`config.mk`:
```
export PLATFORM = sky130hd
export DESIGN_NAME = uart_rx_fifo
export DESIGN_NICKNAME = d
export VERILOG_FILES = /design/src/rtl/uart_rx_fifo.sv
export SDC_FILE = /design/constraint.sdc
export NUM_CORES = 1
export LEC_CHECK = 0
export ABC_AREA = 1
export BUFFER_PORTS_ARGS = -buffer_cell sky130_fd_sc_hd__buf_2
export CORE_MARGIN = 2
export CORE_UTILIZATION = 55
export DETAILED_ROUTE_END_ITERATION = 6
export PLACE_DENSITY = 0.76
export SLEW_MARGIN = 20
export SYNTH_ARGS = -nofsm -noshare
export SYNTH_HDL_FRONTEND = slang
export SYNTH_SLANG_ARGS = --single-unit
```
`constraint.sdc`:
```
create_clock -name wb_clk -period 3.6 [get_ports wb_clk]
set_clock_uncertainty 0.15 [all_clocks]
set_input_delay 0 -clock wb_clk [delete_from_list [all_inputs] [get_ports wb_clk]]
set_output_delay 0 -clock wb_clk [all_outputs]
set_load 0.005 [all_outputs]
```
`src/rtl/uart_rx_fifo.sv`:
```
// uart_rx_fifo: 8N1 UART receiver with 16x oversampling feeding a first-word-fall-through byte FIFO.
// Build option: define UART_RX_PARITY_EN to require an even-parity bit between data and stop.
module uart_rx_fifo #(
  parameter int unsigned CLK_DIV = 27,
  parameter int unsigned FIFO_AW = 4
) (
  input  logic               wb_clk,
  input  logic               rst_n,
  input  logic               rx_i,
  output logic [7:0]         data_o,
  output logic               valid_o,
  input  logic               ready_i,
  output logic [FIFO_AW:0]   fifo_count_o,
  output logic               frame_err_o,
  output logic               overrun_o,
  output logic               parity_err_o
);

  localparam int unsigned TCW   = (CLK_DIV > 2) ? $clog2(CLK_DIV) : 1;
  localparam int unsigned PW    = FIFO_AW + 1;
  localparam int unsigned DEPTH = 1 << FIFO_AW;

`ifdef UART_RX_PARITY_EN
  typedef enum logic [2:0] {
    IDLE, START, DATA, PARITY, STOP, WAIT_HIGH
  } state_e;
`else
  typedef enum logic [2:0] {
    IDLE, START, DATA, STOP, WAIT_HIGH
  } state_e;
`endif

  state_e           state_q, state_d;
  logic             meta_q, rxs_q;
  logic [TCW-1:0]   tcnt_q, tcnt_d;
  logic             tick_c;
  logic [3:0]       scnt_q, scnt_d;
  logic [2:0]       idx_q, idx_d;
  logic [7:0]       shift_q, shift_d;
  logic             push_c, ferr_c;
  logic             frame_err_q, overrun_q;
`ifdef UART_RX_PARITY_EN
  logic             par_q, par_d;
  logic             perr_c, parity_err_q;
`endif

  logic [7:0]       mem [DEPTH];
  logic [PW-1:0]    wr_ptr_q, rd_ptr_q;
  logic [PW-1:0]    count_c;
  logic             full_c, pop_c, wr_en_c, ovr_c;

  // Two-flop synchronizer; idle-high line resets to 1 so reset never looks like a start bit
  always_ff @(posedge wb_clk or negedge rst_n) begin
    if (!rst_n) begin
      meta_q <= 1'b1;
      rxs_q  <= 1'b1;
    end else begin
      meta_q <= rx_i;
      rxs_q  <= meta_q;
    end
  end

  // Oversample tick; held at zero while idle so the first tick follows start detect by CLK_DIV cycles
  assign tick_c = (tcnt_q == TCW'(CLK_DIV - 1));

  always_comb begin
    tcnt_d = tcnt_q + TCW'(1);
    if (state_q == IDLE || tick_c) begin
      tcnt_d = '0;
    end
  end

  always_ff @(posedge wb_clk or negedge rst_n) begin
    if (!rst_n) begin
      state_q <= IDLE;
      tcnt_q  <= '0;
      scnt_q  <= '0;
      idx_q   <= '0;
      shift_q <= '0;
`ifdef UART_RX_PARITY_EN
      par_q   <= 1'b0;
`endif
    end else begin
      state_q <= state_d;
      tcnt_q  <= tcnt_d;
      scnt_q  <= scnt_d;
      idx_q   <= idx_d;
      shift_q <= shift_d;
`ifdef UART_RX_PARITY_EN
      par_q   <= par_d;
`endif
    end
  end

  // Frame FSM: start verified at scnt 7, every later bit sampled at scnt 15 (mid-bit)
  always_comb begin
    state_d = state_q;
    scnt_d  = scnt_q;
    idx_d   = idx_q;
    shift_d = shift_q;
    push_c  = 1'b0;
    ferr_c  = 1'b0;
`ifdef UART_RX_PARITY_EN
    par_d   = par_q;
    perr_c  = 1'b0;
`endif
    if (tick_c) begin
      scnt_d = scnt_q + 4'd1;
    end
    case (state_q)
      IDLE: begin
        if (!rxs_q) begin
          state_d = START;
          scnt_d  = '0;
        end
      end
      START: begin
        if (tick_c && scnt_q == 4'd7) begin
          if (rxs_q) begin
            state_d = IDLE;
          end else begin
            state_d = DATA;
            scnt_d  = '0;
            idx_d   = '0;
          end
        end
      end
      DATA: begin
        if (tick_c && scnt_q == 4'd15) begin
          shift_d[idx_q] = rxs_q;
          idx_d          = idx_q + 3'd1;
          if (idx_q == 3'd7) begin
`ifdef UART_RX_PARITY_EN
            state_d = PARITY;
`else
            state_d = STOP;
`endif
          end
        end
      end
`ifdef UART_RX_PARITY_EN
      PARITY: begin
        if (tick_c && scnt_q == 4'd15) begin
          par_d   = rxs_q;
          state_d = STOP;
        end
      end
`endif
      STOP: begin
        if (tick_c && scnt_q == 4'd15) begin
`ifdef UART_RX_PARITY_EN
          perr_c = ^{shift_q, par_q};
          if (rxs_q) begin
            push_c  = !perr_c;
            state_d = IDLE;
          end else begin
            ferr_c  = 1'b1;
            state_d = WAIT_HIGH;
          end
`else
          if (rxs_q) begin
            push_c  = 1'b1;
            state_d = IDLE;
          end else begin
            ferr_c  = 1'b1;
            state_d = WAIT_HIGH;
          end
`endif
        end
      end
      WAIT_HIGH: begin
        if (rxs_q) begin
          state_d = IDLE;
        end
      end
      default: state_d = IDLE;
    endcase
  end

  // FIFO control: a pop in the same cycle frees room for a push into a full FIFO
  assign count_c = wr_ptr_q - rd_ptr_q;
  assign full_c  = (count_c == PW'(DEPTH));
  assign valid_o = (count_c != '0);
  assign pop_c   = valid_o && ready_i;
  assign wr_en_c = push_c && (!full_c || pop_c);
  assign ovr_c   = push_c && full_c && !pop_c;

  always_ff @(posedge wb_clk or negedge rst_n) begin
    if (!rst_n) begin
      wr_ptr_q <= '0;
      rd_ptr_q <= '0;
    end else begin
      if (wr_en_c) begin
        wr_ptr_q <= wr_ptr_q + PW'(1);
      end
      if (pop_c) begin
        rd_ptr_q <= rd_ptr_q + PW'(1);
      end
    end
  end

  always_ff @(posedge wb_clk) begin
    if (wr_en_c) begin
      mem[wr_ptr_q[FIFO_AW-1:0]] <= shift_q;
    end
  end

  always_ff @(posedge wb_clk or negedge rst_n) begin
    if (!rst_n) begin
      frame_err_q <= 1'b0;
      overrun_q   <= 1'b0;
    end else begin
      frame_err_q <= ferr_c;
      overrun_q   <= ovr_c;
    end
  end

`ifdef UART_RX_PARITY_EN
  always_ff @(posedge wb_clk or negedge rst_n) begin
    if (!rst_n) begin
      parity_err_q <= 1'b0;
    end else begin
      parity_err_q <= perr_c;
    end
  end
  assign parity_err_o = parity_err_q;
`else
  assign parity_err_o = 1'b0;
`endif

  // Head byte is masked while empty so reset presents zero instead of stale RAM
  assign data_o       = valid_o ? mem[rd_ptr_q[FIFO_AW-1:0]] : 8'h00;
  assign fifo_count_o = count_c;
  assign frame_err_o  = frame_err_q;
  assign overrun_o    = overrun_q;

endmodule

```
Yosys cells after proc, flatten, opt, wreduce, memory -nomap -nowiden
Memory sizes are Yosys's and may differ from the RTL's.
Index checks and enable logic that the tools add are counted.
{"block": "classes", "addsub": 6, "n_lt_le_gt_ge": 2, "eq_ne": 16, "muxes": 30, "n_reduce_logical": 17}
{"op": "$mux 3", "n": 10}
{"op": "$add 5x1->5 const B", "n": 3}
{"op": "$pmux 3 s5", "n": 1}
{"op": "$ne 2x2->1 const B", "n": 7}
{"op": "$mux 4", "n": 3}
{"op": "$eq 5x5->1 const B", "n": 2}
{"op": "$mux 1", "n": 9}
{"op": "$bwmux 8", "n": 1}
{"op": "$mux 8", "n": 1}
{"op": "$pmux 4 s2", "n": 1}
{"op": "$logic_and 1x1->1", "n": 7}
{"op": "$eq 3x2->1 const B", "n": 2}
{"op": "$eq 3x3->1 const B", "n": 2}
{"op": "$pmux 3 s2", "n": 1}
{"op": "$reduce_and 6->1", "n": 1}
{"op": "$mux 5", "n": 1}
{"op": "$reduce_bool 5->1", "n": 1}
{"op": "$sub 5x5->5", "n": 1}
{"op": "$add 4x1->4 const B", "n": 1}
{"op": "$eq 4x3->1 const B", "n": 1}
{"op": "$eq 4x4->1 const B", "n": 1}
{"op": "$lt 3x4->1 const B", "n": 1}
{"op": "$reduce_and 4->1", "n": 1}
{"op": "$add 3x1->3 const B", "n": 1}
{"op": "other kinds (9)", "n": 11}
{"block": "word_totals", "reg_bits": 37, "mem_bits_rw": 128, "in_bits": 4, "output_inout_bits": 17, "elab_cells": 83, "n_memories": 1}
{"memory": "mem", "depth": 16, "width": 8, "rd": 1, "rd_ports_with_merged_regs": 0, "wr": 1, "line_no": "47", "rtl": "logic [7:0] mem [DEPTH];"}

Longest topological paths before layout
Gate-level depths: netlist of the first run.
{"block": "logic_depth", "word_depth": 7, "mapped_depth": 13, "mapped_depth_nobuf": 12}

Least setup slack after synthesis of the first run
Ideal clock, no wire load.
{"block": "synth_path", "kind": "register -> register", "from": "register rd_ptr_q[1]", "to": "memory mem[0][0], enable pin", "setup_time_ns": 0.370, "arrival_ns": 2.324, "required_ns": 3.080, "path_slack_ns": 0.756, "path_stages_with_launch": 13, "path_buffers": 3, "period_less_slack_ns": 2.844, "cell_sequence": "dfrtp_1 -> buf_2 -> inv_1 -> buf_1 -> ha_1 -> nand3_1 -> nand3_1 -> nand2_1 -> nor2_2 -> nand2_1 -> buf_2 -> nand3_2 -> nor2_1"}
{"block": "synth_via", "elab_chain_len": 7, "elab_cells_between_ends": 9, "cone_classes": "add/sub: 1; eq/ne: 1; mux: 2; reduce/logical: 5"}
{"item": "start: declaration", "line_no": "48", "rtl": "logic [PW-1:0] wr_ptr_q, rd_ptr_q;"}
{"item": "start signal: assignment", "line_no": "197", "rtl": "rd_ptr_q <= rd_ptr_q + PW'(1);"}
{"item": "$sub 5x5->5 (*)", "line_no": "181", "rtl": "assign count_c = wr_ptr_q - rd_ptr_q;"}
{"item": "named net fifo_count_o[3]", "line_no": "13", "rtl": "output logic [FIFO_AW:0] fifo_count_o,"}
{"item": "$eq 5x5->1 / $reduce_bool 5->1 (equally long branches)", "line_no": "182, 183"}
{"item": "$logic_not 1->1 / $logic_and 1x1->1 (equally long branches)", "line_no": "185, 184"}
{"item": "$logic_or 1x1->1 (*)", "line_no": "185", "rtl": "assign wr_en_c = push_c && (!full_c || pop_c);"}
{"item": "$logic_and 1x1->1 (*)", "line_no": "185"}
{"item": "$mux 1 (*)", "line_no": "203", "rtl": "if (wr_en_c) begin"}
{"item": "$mux 1 (implied by the code) (*)", "line_no": "204", "rtl": "mem[wr_ptr_q[FIFO_AW-1:0]] <= shift_q;"}
{"item": "end: declaration", "line_no": "47"}
Mark *: on every way through the listed nets, which the timed path passes. The rest lies on a longest branch.

Worst setup path in the final report of the first run
{"block": "layout_path", "from": "register wr_ptr_q[0]", "to": "memory mem[1][0], enable pin"}
{"block": "layout_via", "elab_chain_len": 7, "elab_cells_between_ends": 9, "cone_classes": "add/sub: 1; eq/ne: 1; mux: 2; reduce/logical: 5"}
{"item": "start: declaration", "line_no": "48"}
{"item": "start signal: assignment", "line_no": "194", "rtl": "wr_ptr_q <= wr_ptr_q + PW'(1);"}
{"item": "$sub 5x5->5", "line_no": "181"}
{"item": "$eq 5x5->1 / $reduce_bool 5->1 (equally long branches)", "line_no": "182, 183"}
{"item": "$logic_not 1->1 / $logic_and 1x1->1 (equally long branches)", "line_no": "185, 184"}
{"item": "$logic_or 1x1->1", "line_no": "185"}
{"item": "$logic_and 1x1->1", "line_no": "185"}
{"item": "$mux 1", "line_no": "203"}
{"item": "$mux 1 (implied by the code)", "line_no": "204"}
Several ways; a longest one is shown, not always the timed one.

==> flow_summary.toml, run 1 <==
[yosys]
netlist_instances = 698
synth_fp_nets = 717
seq_area_frac_synth_pct = 65.39
synthFlopType = "edfxtp_1"
synth_edf_count = 128
synth_top_cells_by_count = "228 x nand2_1, 128 x edfxtp_1, 124 x nand3_1, 43 x nor2_1, 35 x dfrtp_1"
yosysTopAreaCellShare_pct = 52.67
synthTopCellsByArea = "edfxtp_1 53%, dfrtp_1 12%, nand2_1 12%"
postSynthAreaPerCell_um2 = 10.46
ys_seq_elements = 165
synth_area_mm2 = 0.007298
yosysWarningCount = 0
synth_top_cell_by_area = "edfxtp_1"
ys_types = 34
async_flop_share_pct = 22.42
yosysMostFrequentCell = "nand2_1"

[min_path]
hold_class = "in2reg"
worstHoldStart = "rx_i"
hold_end = "meta_q"
min_path_cells = 2

[detailed_routing]
avgViaCountPerCell = 5.691
wirelength_um = 16490
drc = 0
drtPass1Iterations = 6
routedWlPerCell_um = 18.12
vias = 5179
drt_iter0_markers = 619
antenna_left = 0

[placement]
hpwlAfterDp_um = 10690
io_buffers = 19
place.gp.congestion = 0.8624
post-place-ws_ns = 0.2101
dpl_cell_area_mm2 = 0.007560

[die]
fp.dieH_um = 119.2
dieArea_mm2 = 0.01421
die_w_um = 119.2
io_pins = 21
rows = 42
fp.coreArea_mm2 = 0.01309
start_util_pct = 55.78

[final_layout]
diodes = 0
drive_above_1_share_pct = 10.63
synthToLayoutAreaGrowth_pct = 11.31
layout.nets = 740
fin_area_mm2 = 0.008124

[timing]
max_freq_ghz = 0.2901
slew_headroom_pct = 43.57
drv_slew = 0
fin_ws_ns = 0.1524
setup_violations = 0
fin_crit_sh_pct = 95.77
rsz0062_at_grt = "true"
final_hold_viol_count = 0
final_period_minus_worst_setup_slack_ns = 3.448
worst-slew-pin-transition_ns = 0.8464

[clocking]
numCtsBuffers = 17
clockRootBuffer = "clkbuf_16"
clockBufferDepth = 2
cts_num_sinks = 165
cts_max_level = 4
insertion_delay_ns = 0.42
cts_setup_buffers = 0
cts_tree = "built"
clkTransAtPathRegs_ns = 0.06

[critical_path]
path_class = "reg2reg"
required_ns = 3.51
reg2reg_slack_ns = 0.15
rr_startpoint = "wr_ptr_q[0]"
endpoint_kind = "register"
r2r_cells = 11
worstPathMaxFanout = 11
cp.arrival_ns = 3.35
start_kind = "register"
r2r_end = "mem[1][0]"

[grt]
grt_util_met2_pct = 39.87
grt_usage_pct = 25.04
use_met1_pct = 32.27
grt_first_pass_wirelength_um = 26400
grt-busiest-layer = "met2"
first_global_vias = 5081
grt_max_degree = 69
met3_usage_pct = 5.795
antenna_found_initial = 0
grt_remaining_overflow = 0

[power_and_ir_drop]
power_density_mw_per_mm2 = 451.5
p_leak_nw = 3.389
swShare_pct = 18.90
pwr-share-comb_pct = 0.5
ir_worst_vdd_v = 0.0003063
p_total_w = 0.003668
internal-power_w = 0.002974
power_switching_w = 0.0006933
pwr-share-clk_pct = 44.1
p_seq_share_pct = 55.4

[status]
status = "complete, no violations"

[run]
maxCapViolCount = 0
## how the worst max path moves through the flow
stage                      startpoint   endpoint  slack, ns  cells after the start
after floorplan           rd_ptr_q[1]  mem[0][0]       0.76                     12
after global placement    wr_ptr_q[0]  mem[4][2]       0.41                     11
after detailed placement  wr_ptr_q[0]  mem[5][3]       0.21                     11
after CTS                 wr_ptr_q[0]  mem[0][3]       0.19                     11
after global routing      wr_ptr_q[0]  mem[9][6]      -0.04                     11
final                     wr_ptr_q[0]  mem[1][0]       0.15                     11
## stage by stage
step / util (%) / cells / hold slack (ns) / TNS [ns]
2_1_floorplan: - / 698 / -0.4456 / 0
5_1_grt: 62.09 / 910 / 0.05512 / -0.8433
3_3_place_gp: 57.77 / 875 / -0.03874 / 0
6_report: 62.09 / 910 / 0.06446 / 0
4_1_cts: 62.03 / 910 / 0.05535 / 0
3_5_place_dp: 57.77 / 875 / -0.03776 / 0
## cells in the final DEF (no fill, tap or decap), drive strengths merged
cell,n
buf,29
dfrtp,35
xnor2,2
nor3,9
conb,1
edfxtp,128
a31o,1
and3,2
nand3b,2
nand2,231
o31ai,4
clkinvlp,1
nand3,128
dfstp,2
xor2,9
dlygate4sd3,3
ha,14
or2,1
a21oi,3
inv,35
fa,1
nor2,46
clkinv,11
o21ai,14
bufinv,1
clkbuf,21
## power by group through the flow
stage	clock network (W)	registers, W	logic [W]
3_5_place_dp	0	0.00207	0.0000151
4_1_cts	0.00163	0.00203	0.0000176
6_report	0.00162	0.00203	0.0000168
3_3_place_gp	0	0.00207	0.0000144
2_1_floorplan	0	0.00207	0.00000422
5_1_grt	0.00171	0.00203	0.0000200
## final cells by class
cell class,count,area [µm²]
clock buffer,21,440.4
clock inverter,11,86.33
fill,993,4961
inverter,37,138.9
multi-input combinational,468,2265
sequential,165,4773
tap,176,220.2
timing repair buffer,32,200.2
## critical path, stage by stage (launching register included)
cell	delay, ns
dfrtp_1	0.43
inv_1	0.12
ha_1	0.24
fa_1	0.41
nand3b_1	0.20
nand2_1	0.08
nand2_1	0.04
nand2_1	0.11
nor2_1	0.08
nand2_1	0.38
nand3_2	0.27
nor2_1	0.58
## sequential cells by signal, summed over array words and instances (netlist names)
name	flops
meta_q	1
scnt_q	4
shift_q	8
rxs_q	1
wr_ptr_q	5
idx_q	3
state_q	3
tcnt_q	5
mem	128
overrun_o	1
frame_err_o	1
rd_ptr_q	5
## layer usage
| metal | up-vias | routed length, µm |
|---|---|---|
| li1 | 2412 | - |
| met3 | 48 | 1304 |
| met5 | - | 0 |
| met4 | 0 | 566 |
| met2 | 261 | 8019 |
| met1 | 2458 | 6595 |
## cell families after synthesis
family / count (synthesis) / synth area share [%]
adders and majority gates: 15 / 2.674
AOI/OAI and AO/OA: 22 / 1.697
and+or+nand+nor: 419 / 25.18
DFF: 165 / 65.39
buffers and inverters: 65 / 3.686
other: 1 / 0.05138
xor gates and xnor gates: 11 / 1.320
## repair_timing
item,in CTS,in global routing
hold endpoints to repair,44,0
resized for setup,0,3
hold buffers,3,0
setup endpoints to repair,0,41
(Power assumes the default switching activity.)
==> inputs of run 2 (changes only) <==
- CORE_ASPECT_RATIO: unset -> 0.6
==> flow_summary.toml, run 2 (same netlist as run 1, synthesis figures left out) <==
[die]
fp.coreArea_mm2 = 0.01289
io_pins = 21
dieArea_mm2 = 0.01424
rows = 32
fp.dieH_um = 93.23
start_util_pct = 56.61
die_w_um = 152.7

[detailed_routing]
drtPass1Iterations = 5
wl_met3_um = 1904
drc = 0
antenna_left = 0
wirelength_um = 17200
routedWlPerCell_um = 19.03
drt_iter0_markers = 654
highest_layer = "met4"
wl_met2_um = 7334
wl_met1_um = 7801
vias = 5218
avgViaCountPerCell = 5.772

[power_and_ir_drop]
power_density_mw_per_mm2 = 474.6
p_total_w = 0.003890
p_leak_nw = 3.437
ir_worst_vdd_v = 0.0003323

[final_layout]
multi_input_area_mm2 = 0.002265
fill_cells = 936
layout.nets = 740
diodes = 0
drive_above_1_share_pct = 11.31
largest_reg_flops = 128
seqCellArea_mm2 = 0.004773
layout_common_cells = "228 x nand2_1, 128 x edfxtp_1, 124 x nand3_1"
layout_commonest_cell = "nand2_1"
synthToLayoutAreaGrowth_pct = 12.31
finalNonFillerCells = 904

[clocking]
clkTransAtPathRegs_ns = 0.06
clockRootBuffer = "clkbuf_16"
cts_setup_buffers = 0
cts_max_level = 4
numCtsBuffers = 17
clockBufferDepth = 2
cts_num_sinks = 165
cts_tree = "built"
insertion_delay_ns = 0.42

[critical_path]
endpoint_kind = "register"
path_class = "reg2reg"
worstPathMaxFanout = 11
required_ns = 3.51
cp.arrival_ns = 3.33
start_kind = "register"

[grt]
grt_first_pass_wirelength_um = 26830
grt_usage_pct = 25.54
grt_remaining_overflow = 0
grt_max_degree = 69
first_global_vias = 4829
antenna_found_initial = 0

[min_path]
hold_class = "in2async"

[status]
status = "complete, no violations"

[timing]
rsz0062_at_grt = "true"
max_freq_ghz = 0.2917
final_hold_viol_count = 0
drv_slew = 0
worst-slew-pin-transition_ns = 0.8695
final_period_minus_worst_setup_slack_ns = 3.429
setup_violations = 0
fin_crit_sh_pct = 95.24
timing.hold.ws_ns = 0.06168
slew_headroom_pct = 42.04

[placement]
io_buffers = 19
place.gp.congestion = 0.8901
hpwlAfterDp_um = 11090
dp_cells = 869

[run]
maxCapViolCount = 0
[run 2: cell count changes in the layout (fill, tap and decap cells not counted), moves of 2 or more]
| cell | change |
|---|---|
| clkbuf_1 | -2 |
| clkbuf_16 | +2 |
| clkbuf_4 | +2 |
| clkinv_1 | -2 |
[run 2: area by class of cell]
class                      count  share of cell area (%)
tap                          170                   2.595
inverter                      37                   1.694
timing repair buffer          32                   2.442
sequential                   165                   58.24
clock buffer                  24                   6.243
clock inverter                 8                   1.160
multi-input combinational    468                   27.63
[run 2: path summary, 6_finish.rpt]
kind / startpoint / to / slack, ns / cells after the start
max: wr_ptr_q[0] / mem[8][2] / 0.17 / 11
min: rst_n / idx_q[1] / 0.06 / 2
max reg2reg: wr_ptr_q[0] / mem[8][2] / 0.17 / 11
min reg2reg: meta_q / rxs_q / 0.21 / 0
max in group asynchronous: rst_n / rd_ptr_q[0] / 2.64 / 2
min in group wb_clk: rx_i / meta_q / 0.07 / 2
[run 2: power breakdown]
part	switching [W]	leakage, nW	internal, W
Clock	0.000706	0.305	0.00113
Sequential	0.000000726	1.97	0.00203
Combinational	0.0000133	1.16	0.00000374
[run 2: what timing repair did]
item                                    in CTS  in global routing
resized for setup                            0                  3
endpoints found under the setup margin       0                 56
hold buffers                                 3                  0
endpoints found under the hold margin       44                  0
[run 2: per-layer routing]
metal  track usage [%]  up-vias
met1             39.05     2537
met5                 0        -
li1                  -     2404
met4             6.713        0
met3             7.600       17
met2             35.76      260
[run 2: critical path, stage by stage, from the launching register on]
cell,delay [ns]
dfrtp_1,0.42
inv_1,0.12
ha_1,0.25
fa_1,0.41
nand3b_1,0.19
nand2_1,0.08
nand2_1,0.05
nand2_1,0.11
nor2_1,0.07
nand2_1,0.34
nand3_2,0.25
nor2_1,0.61
[run 2: per-stage QoR]
| stage | cell area [µm²] | setup WS, ns | utilization [%] | setup TNS [ns] |
|---|---|---|---|---|
| after floorplan | 7298 | 0.7559 | - | 0 |
| after global placement | 7552 | 0.3782 | 58.58 | 0 |
| after detailed placement | 7552 | 0.2415 | 58.58 | 0 |
| after CTS | 8189 | 0.1952 | 63.52 | 0 |
| after global routing | 8197 | -0.05322 | 63.58 | -1.483 |
| final | 8197 | 0.1713 | 63.58 | 0 |
